[config.mk]
export PLATFORM = sky130hd
export DESIGN_NAME = if_prefetch_queue
export DESIGN_NICKNAME = d
export VERILOG_FILES = /design/src/rtl/if_prefetch_queue.sv
export SDC_FILE = /design/constraint.sdc
export NUM_CORES = 1
export LEC_CHECK = 0
export BUFFER_PORTS_ARGS = -buffer_cell sky130_fd_sc_hd__clkbuf_2
export CORE_ASPECT_RATIO = 0.7
export CORE_MARGIN = 2
export CORE_UTILIZATION = 58
export CTS_BUF_LIST = sky130_fd_sc_hd__clkbuf_8
export DETAILED_ROUTE_END_ITERATION = 7
export PLACE_DENSITY = 0.8
export SETUP_SLACK_MARGIN = 0.15
export SLEW_MARGIN = 25
export SYNTH_ARGS = -nofsm -noshare
export SYNTH_HDL_FRONTEND = slang
export SYNTH_SLANG_ARGS = --single-unit
[constraint.sdc]
create_clock -name clk -period 17.2 [get_ports clk]
set_input_delay 1.72 -clock clk [delete_from_list [all_inputs] [get_ports clk]]
set_output_delay 1.72 -clock clk [all_outputs]
set_load 0.02 [all_outputs]
[src/rtl/if_prefetch_queue.sv]
// Instruction-fetch prefetch stage: issues sequential word addresses to the
// instruction SRAM, captures its 1-cycle-latency read data and presents
// {pc, inst} pairs to decode through a small FIFO with valid/ready handshake.
// A redirect flushes everything (queue and outstanding read) and restarts fetch.
module if_prefetch_queue #(
  parameter int                DEPTH    = 4,
  parameter int                ADDR_W   = 16,
  parameter int                DATA_W   = 32,
  parameter logic [ADDR_W-1:0] RESET_PC = '0
) (
  input  logic              clk,
  input  logic              rst,
  input  logic              redirect_valid,
  input  logic [ADDR_W-1:0] redirect_pc,
  output logic [ADDR_W-1:0] isram_addr,
  input  logic [DATA_W-1:0] isram_dataout,
  output logic              inst_valid,
  output logic [ADDR_W-1:0] inst_pc,
  output logic [DATA_W-1:0] inst_data,
  input  logic              inst_ready
);

  localparam int PTR_W = $clog2(DEPTH);
  localparam int CNT_W = $clog2(DEPTH + 1);

  logic [ADDR_W-1:0] fetch_pc;
  logic              inflight;
  logic [ADDR_W-1:0] inflight_pc;
  logic [CNT_W-1:0]  count;
  logic [PTR_W-1:0]  rd_ptr;
  logic [PTR_W-1:0]  wr_ptr;
  logic [ADDR_W-1:0] pc_mem   [DEPTH];
  logic [DATA_W-1:0] data_mem [DEPTH];

  logic [CNT_W:0]    occupancy;
  logic              issue_en;
  logic              push;
  logic              pop;

  // Issue only when a FIFO slot is reserved for the word; this reservation is
  // what guarantees a capture never finds the FIFO full.
  always_comb begin
    occupancy  = {1'b0, count} + (CNT_W+1)'(inflight);
    issue_en   = !redirect_valid && (occupancy < (CNT_W+1)'(DEPTH));
    push       = inflight && !redirect_valid;
    inst_valid = (count != '0);
    pop        = inst_valid && inst_ready && !redirect_valid;
    isram_addr = fetch_pc;
    inst_pc    = pc_mem[rd_ptr];
    inst_data  = data_mem[rd_ptr];
  end

  // Fetch pointer and the single outstanding-read tracker.
  always_ff @(posedge clk or posedge rst) begin
    if (rst) begin
      fetch_pc    <= RESET_PC;
      inflight    <= 1'b0;
      inflight_pc <= '0;
    end else if (redirect_valid) begin
      fetch_pc    <= {redirect_pc[ADDR_W-1:2], 2'b00};
      inflight    <= 1'b0;
    end else if (issue_en) begin
      fetch_pc    <= fetch_pc + ADDR_W'(4);
      inflight    <= 1'b1;
      inflight_pc <= fetch_pc;
    end else begin
      inflight    <= 1'b0;
    end
  end

  // FIFO pointers and occupancy; redirect empties the queue outright.
  always_ff @(posedge clk or posedge rst) begin
    if (rst) begin
      count  <= '0;
      rd_ptr <= '0;
      wr_ptr <= '0;
    end else if (redirect_valid) begin
      count  <= '0;
      rd_ptr <= '0;
      wr_ptr <= '0;
    end else begin
      if (push) wr_ptr <= wr_ptr + PTR_W'(1);
      if (pop)  rd_ptr <= rd_ptr + PTR_W'(1);
      case ({push, pop})
        2'b10:   count <= count + CNT_W'(1);
        2'b01:   count <= count - CNT_W'(1);
        default: count <= count;
      endcase
    end
  end

  // Entry storage; cleared on reset so the head reads as zero while empty.
  always_ff @(posedge clk or posedge rst) begin
    if (rst) begin
      for (int i = 0; i < DEPTH; i++) begin
        pc_mem[i]   <= '0;
        data_mem[i] <= '0;
      end
    end else if (push) begin
      pc_mem[wr_ptr]   <= inflight_pc;
      data_mem[wr_ptr] <= isram_dataout;
    end
  end

endmodule

=== Yosys cells after proc, flatten, opt, wreduce, memory -nomap -nowiden ===
Cells that the tools add are included.

* Memory bits (read-only): 0
* Output and inout port bits: 65
* Memories: 0
* Memory bits (writable): 0
* Word-level logic and storage cells: 63
* Input bits: 52
* Bits in latches: 0
* Register bits: 232

* Bitwise operators: 3
* Magnitude comparators: 4
* Shift operators: 0
* Add/subtract/negate cells: 6
* Div/mod/pow operators: 0
* Reduce and logical (&&, ||, !) cells: 12
* Multiply operators: 0
* Eq/ne operators: 2
* Muxes and demuxes: 22

{| class="wikitable"
|+ Operators by type and width
! kind !! count
|-
| bitwise mux 128 bit || 1
|-
| 2-to-1 mux 32 bit || 3
|-
| 2-to-1 mux 16 bit || 5
|-
| binary-select mux 32 bit (select 2 bit) || 1
|-
| bitwise mux 64 bit || 1
|-
| demux 32 bit (select 2 bit) || 1
|-
| binary-select mux 16 bit (select 2 bit) || 1
|-
| demux 16 bit (select 2 bit) || 1
|-
| adder 16 x 3 -> 16 bit, second input constant || 1
|-
| 2-to-1 mux 2 bit || 4
|-
| >= comparator 3 bit, second input constant || 2
|-
| NOT 2 -> 3 bit || 2
|-
| case mux 3 bit (2 select lines) || 1
|-
| nonzero test 2 bit || 3
|-
| nonzero test 3 bit || 2
|-
| logical AND 1 bit || 5
|-
| adder 2 x 1 -> 2 bit, second input constant || 2
|-
| adder 3 x 1 -> 4 bit || 1
|-
| less-than comparator 4 x 3 -> 1 bit, second input constant || 1
|-
| adder 3 x 1 -> 3 bit, second input constant || 1
|-
| less-than comparator 3 x 1 -> 1 bit, second input constant || 1
|-
| 2-to-1 mux 3 bit || 1
|-
| subtractor 3 x 1 -> 3 bit, second input constant || 1
|-
| equality test 2 x 1 -> 1 bit, second input constant || 1
|-
| other kinds (5) || 6
|}

=== Depth between registers and ports, before layout ===
* Word-level depth: 6
* Mapped depth: 8

=== Least setup slack after synthesis ===
Ideal clock, no wire load.

* Kind: input to register
* Start point: input redirect_valid
* End point: register count[2]
* Stages on the path: 8
* Arrival: 3380 ps
* Required time: 17066 ps
* Path slack: 13686 ps
* Cell sequence: clkbuf_1 clkbuf_1 clkbuf_1 nor3_1 fa_1 nor3_1 o21ai_0 nor3b_1

* Cells in the longest elaborated chain, start to end: 5

{| class="wikitable"
|+ Ends and longest elaborated chain
! what !! line !! text
|-
| start, declared || 13 || <nowiki>input logic redirect_valid,</nowiki>
|-
| zero test 1 bit || 45, 47 ||
|-
| logical AND 1 bit (on tied branches) || 47, 45 ||
|-
| equality test 2 x 1 -> 1 bit or equality test 2 bit (tied branches) || 84 || <nowiki>case ({push, pop})</nowiki>
|-
| case mux 3 bit (2 select lines) || 84 ||
|-
| 2-to-1 mux 3 bit || 77 || <nowiki>end else if (redirect_valid) begin</nowiki>
|-
| end signal, assigned || 85 || <nowiki>2'b10: count <= count + CNT_W'(1);</nowiki>
|-
| end signal, assigned || 86 || <nowiki>2'b01: count <= count - CNT_W'(1);</nowiki>
|-
| end signal, assigned || 87 || <nowiki>default: count <= count;</nowiki>
|-
| end, declared || 29 || <nowiki>logic [CNT_W-1:0] count;</nowiki>
|}

Several ways; a longest one is shown, not always the timed one.
A chain may end at the register's enable or synchronous reset.

=== Worst setup path in the final report ===
* Start point: register rd_ptr[1]
* End point: output inst_data[24]

* Cells in the longest elaborated chain, start to end: 4

{| class="wikitable"
|+ Ends and longest elaborated chain
! what !! line !! text
|-
| start, declared || 30 || <nowiki>logic [PTR_W-1:0] rd_ptr;</nowiki>
|-
| start signal, assigned || 83 || <nowiki>if (pop) rd_ptr <= rd_ptr + PTR_W'(1);</nowiki>
|-
| NOT 2 -> 3 bit (not written as such) || 50 || <nowiki>inst_data = data_mem[rd_ptr];</nowiki>
|-
| binary-select mux 32 bit (select 2 bit) || 50 ||
|-
| 2-to-1 mux 32 bit (not written as such) (2 in a row) || 50 ||
|-
| end, declared || 19 || <nowiki>output logic [DATA_W-1:0] inst_data,</nowiki>
|}

No other way between the ends. The select of a mux whose other input is x is not followed.

==> impl_metrics.json <==
{
  "critPathMaxFanout": 35,
  "period_share": 0.231,
  "rows": 39,
  "antenna_found_initial": 0,
  "fin_crit_ns": 3.97,
  "drc": 0,
  "gp_congestion": 0.782,
  "grt_pass1_wl_mm": 32.1,
  "wl_met1_mm": 8.32,
  "dieArea_um2": 17800,
  "maxSlewHeadroom": 0.364,
  "min_path_type": "flip-flop to flip-flop",
  "setup_viol": 0,
  "cp-end-kind": "primary output",
  "netlist_area_um2": 9710,
  "synth-main-ff-cell": "dfrtp_1",
  "drt_iter0_markers": 308,
  "dpl-instance-area_um2": 10400,
  "grt_max_degree": 138,
  "antennaDiodeCount": 0,
  "cts_tree": "done",
  "final_util": 0.681,
  "clkTransAtPathRegs_ns": 0.06,
  "power_density_nw_per_um2": 185,
  "tightest_slew_ns": 0.954,
  "cts_max_path_buffers": 3,
  "worstSkewPairLatency_ns": 0.50,
  "core_um2": 16300,
  "rsz0062_at_grt": "false",
  "grt-ovfl-total": 0,
  "cts_made_buffers": 35,
  "required_ns": 15.48,
  "grt_usage": 0.233,
  "vias": 5679,
  "numPortBuffers": 110,
  "cts_resized": 0,
  "num-fill-cells": 1125,
  "post_cts_buffers": 0,
  "wl_met2_mm": 10.0,
  "drtPass1Iterations": 4,
  "cts_root_buf": "clkbuf_8",
  "hold_depth": 1,
  "clock-sinks": 220,
  "startpoint_type": "flip-flop",
  "die_w_um": 159,
  "cts_hold_buf": 0,
  "layout-area-overhead-vs-synth_pct": 14.5,
  "worstSetupPathType": "flip-flop to primary output",
  "ys_warn_count": 0,
  "p_leak_nw": 5.13,
  "drive_gt1_frac": 0.558,
  "routed_wl_mm": 19.7,
  "io_pins": 117,
  "nNetsFinal": 790,
  "synth_seq_cells": 220,
  "cp.arrival_ns": 2.25,
  "dp_hpwl_mm": 12.4,
  "ir_drop_v": 0.000101,
  "hold_slack_ns": 0.500,
  "drt-vias-per-instance": 5.79,
  "top_layer_used": "met4",
  "outcome": "completed",
  "wl_per_cell_um": 20.1,
  "seq_area_frac_synth": 0.567,
  "fin_skew_ns": 0.00809,
  "initial_core_util": 0.594,
  "wl_met3_mm": 1.01,
  "chipHeight_um": 112,
  "clock.fmax_mhz": 252,
  "finalMaxSlewViolations": 0,
  "setup_tns_ns": 0,
  "ant_nets": 0,
  "synthArstFlopShare": 1.00,
  "drv_cap": 0,
  "grt_pass1_vias": 6189,
  "synth_enable_flop_cells": 0,
  "syn_inst": 613,
  "rr_worst_depth": 4,
  "cts_htree_levels": 2,
  "final_area_um2": 11100,
  "ys_types": 43,
  "final_hold_viol_count": 0,
  "syn_avg_cell_area_um2": 15.8
}
[layout by cell type (no fill, tap or decap), drive strengths merged]
master    n
o211ai    1
or3       2
nor3b     1
and2      4
conb      4
fa        1
and3      2
and4b     1
a31oi     3
nor2     11
nand4     5
xor2      7
nor4      2
o31a      2
buf       7
nand3     8
clkbuf  155
dfrtp   220
o31ai     2
mux2    198
nand2    17
o21ai    11
xnor2     5
nor3      4
a22o      1
mux4     46
inv      19
mux2i     3
or4       2
a211o     1
nand2b    1
nor2b     1
clkinv    2
ha        5
and4      1
[cell type report]
type                            instances  area (µm²)  area share
Timing Repair Buffer                  117         627      0.0563
Sequential cell                       220        5510       0.495
Multi-Input combinational cell        352        4000       0.359
Clock inverter                         15        58.8     0.00529
Inverter                                6        30.0     0.00270
Clock buffer                           45         619      0.0557
Tap cell                              225         282      0.0253
[cells in the mapped netlist (2+ instances only)]
cell        n  area share
a31oi_1     2      0.0013
nand2_1    13      0.0050
mux4_2     46        0.11
nand4_1     5      0.0032
mux2i_1     3      0.0031
ha_1        5      0.0064
nor3_1      4      0.0021
and3_1      2      0.0013
xnor2_1     5      0.0045
o21ai_0    11      0.0057
dfrtp_1   220        0.57
nand2_2     4      0.0026
and2_1      4      0.0026
nor2_1     11      0.0043
or4_1       2      0.0015
buf_4       5      0.0039
inv_1       6      0.0023
mux2_2    198        0.23
nand3_1     7      0.0036
nor4_1      2      0.0013
clkbuf_1    9      0.0035
buf_2      22       0.011
xor2_1      7      0.0063
[final timing paths]
check	startpoint	end	slack, ns
max in group asynchronous	rst	data_mem[27]	14.44
max	rd_ptr[1]	inst_data[24]	13.23
max reg2reg	inflight	data_mem[25]	14.97
min reg2reg	data_mem[28]	data_mem[28]	0.50
min in group asynchronous	rst	data_mem[75]	1.38
min	data_mem[28]	data_mem[28]	0.50
[report_power, final]
part | internal, W | switching (W)
clock network | 0.000233 | 0.000193
logic | 0.000398 | 0.000349
registers | 0.000741 | 0.000147
[through the flow]
step / worst slack [ns] / power [W] / std cells
after floorplan: 9.46 / 0.00142 / 616
after global placement: 13.36 / 0.00158 / 919
after detailed placement: 13.30 / 0.00165 / 919
after CTS: 12.97 / 0.00208 / 979
after global routing: 13.12 / 0.00218 / 980
final: 13.23 / 0.00206 / 980
[logic make-up after synthesis]
group	count (synthesis)	share of synthesized area
flip-flops	220	0.567
AO/OA/AOI/OAI	21	0.0166
multiplexers	247	0.339
buffers and inverters	44	0.0228
XOR/XNOR	12	0.0108
AND/OR/NAND/NOR	62	0.0348
adder cells (fa/ha/maj)	6	0.00850
other	1	0.000386
[sequential cells by signal (all words and copies together), names as in the netlist]
signal	flops
data_mem	128
pc_mem	56
inflight_pc	14
isram_addr	14
count	3
rd_ptr	2
wr_ptr	2
inflight	1
[per-layer routing]
layer,global-route usage,up-vias
met5,0,-
met4,0.0637,0
met3,0.0432,34
met2,0.395,140
met1,0.312,3003
li1,-,2502
[worst max-delay path: stages, from the launching register on]
cell	delay [ns]
dfrtp_2	0.58
buf_4	0.54
mux4_2	0.43
clkbuf_2	0.18
(Power assumes the default switching activity.)
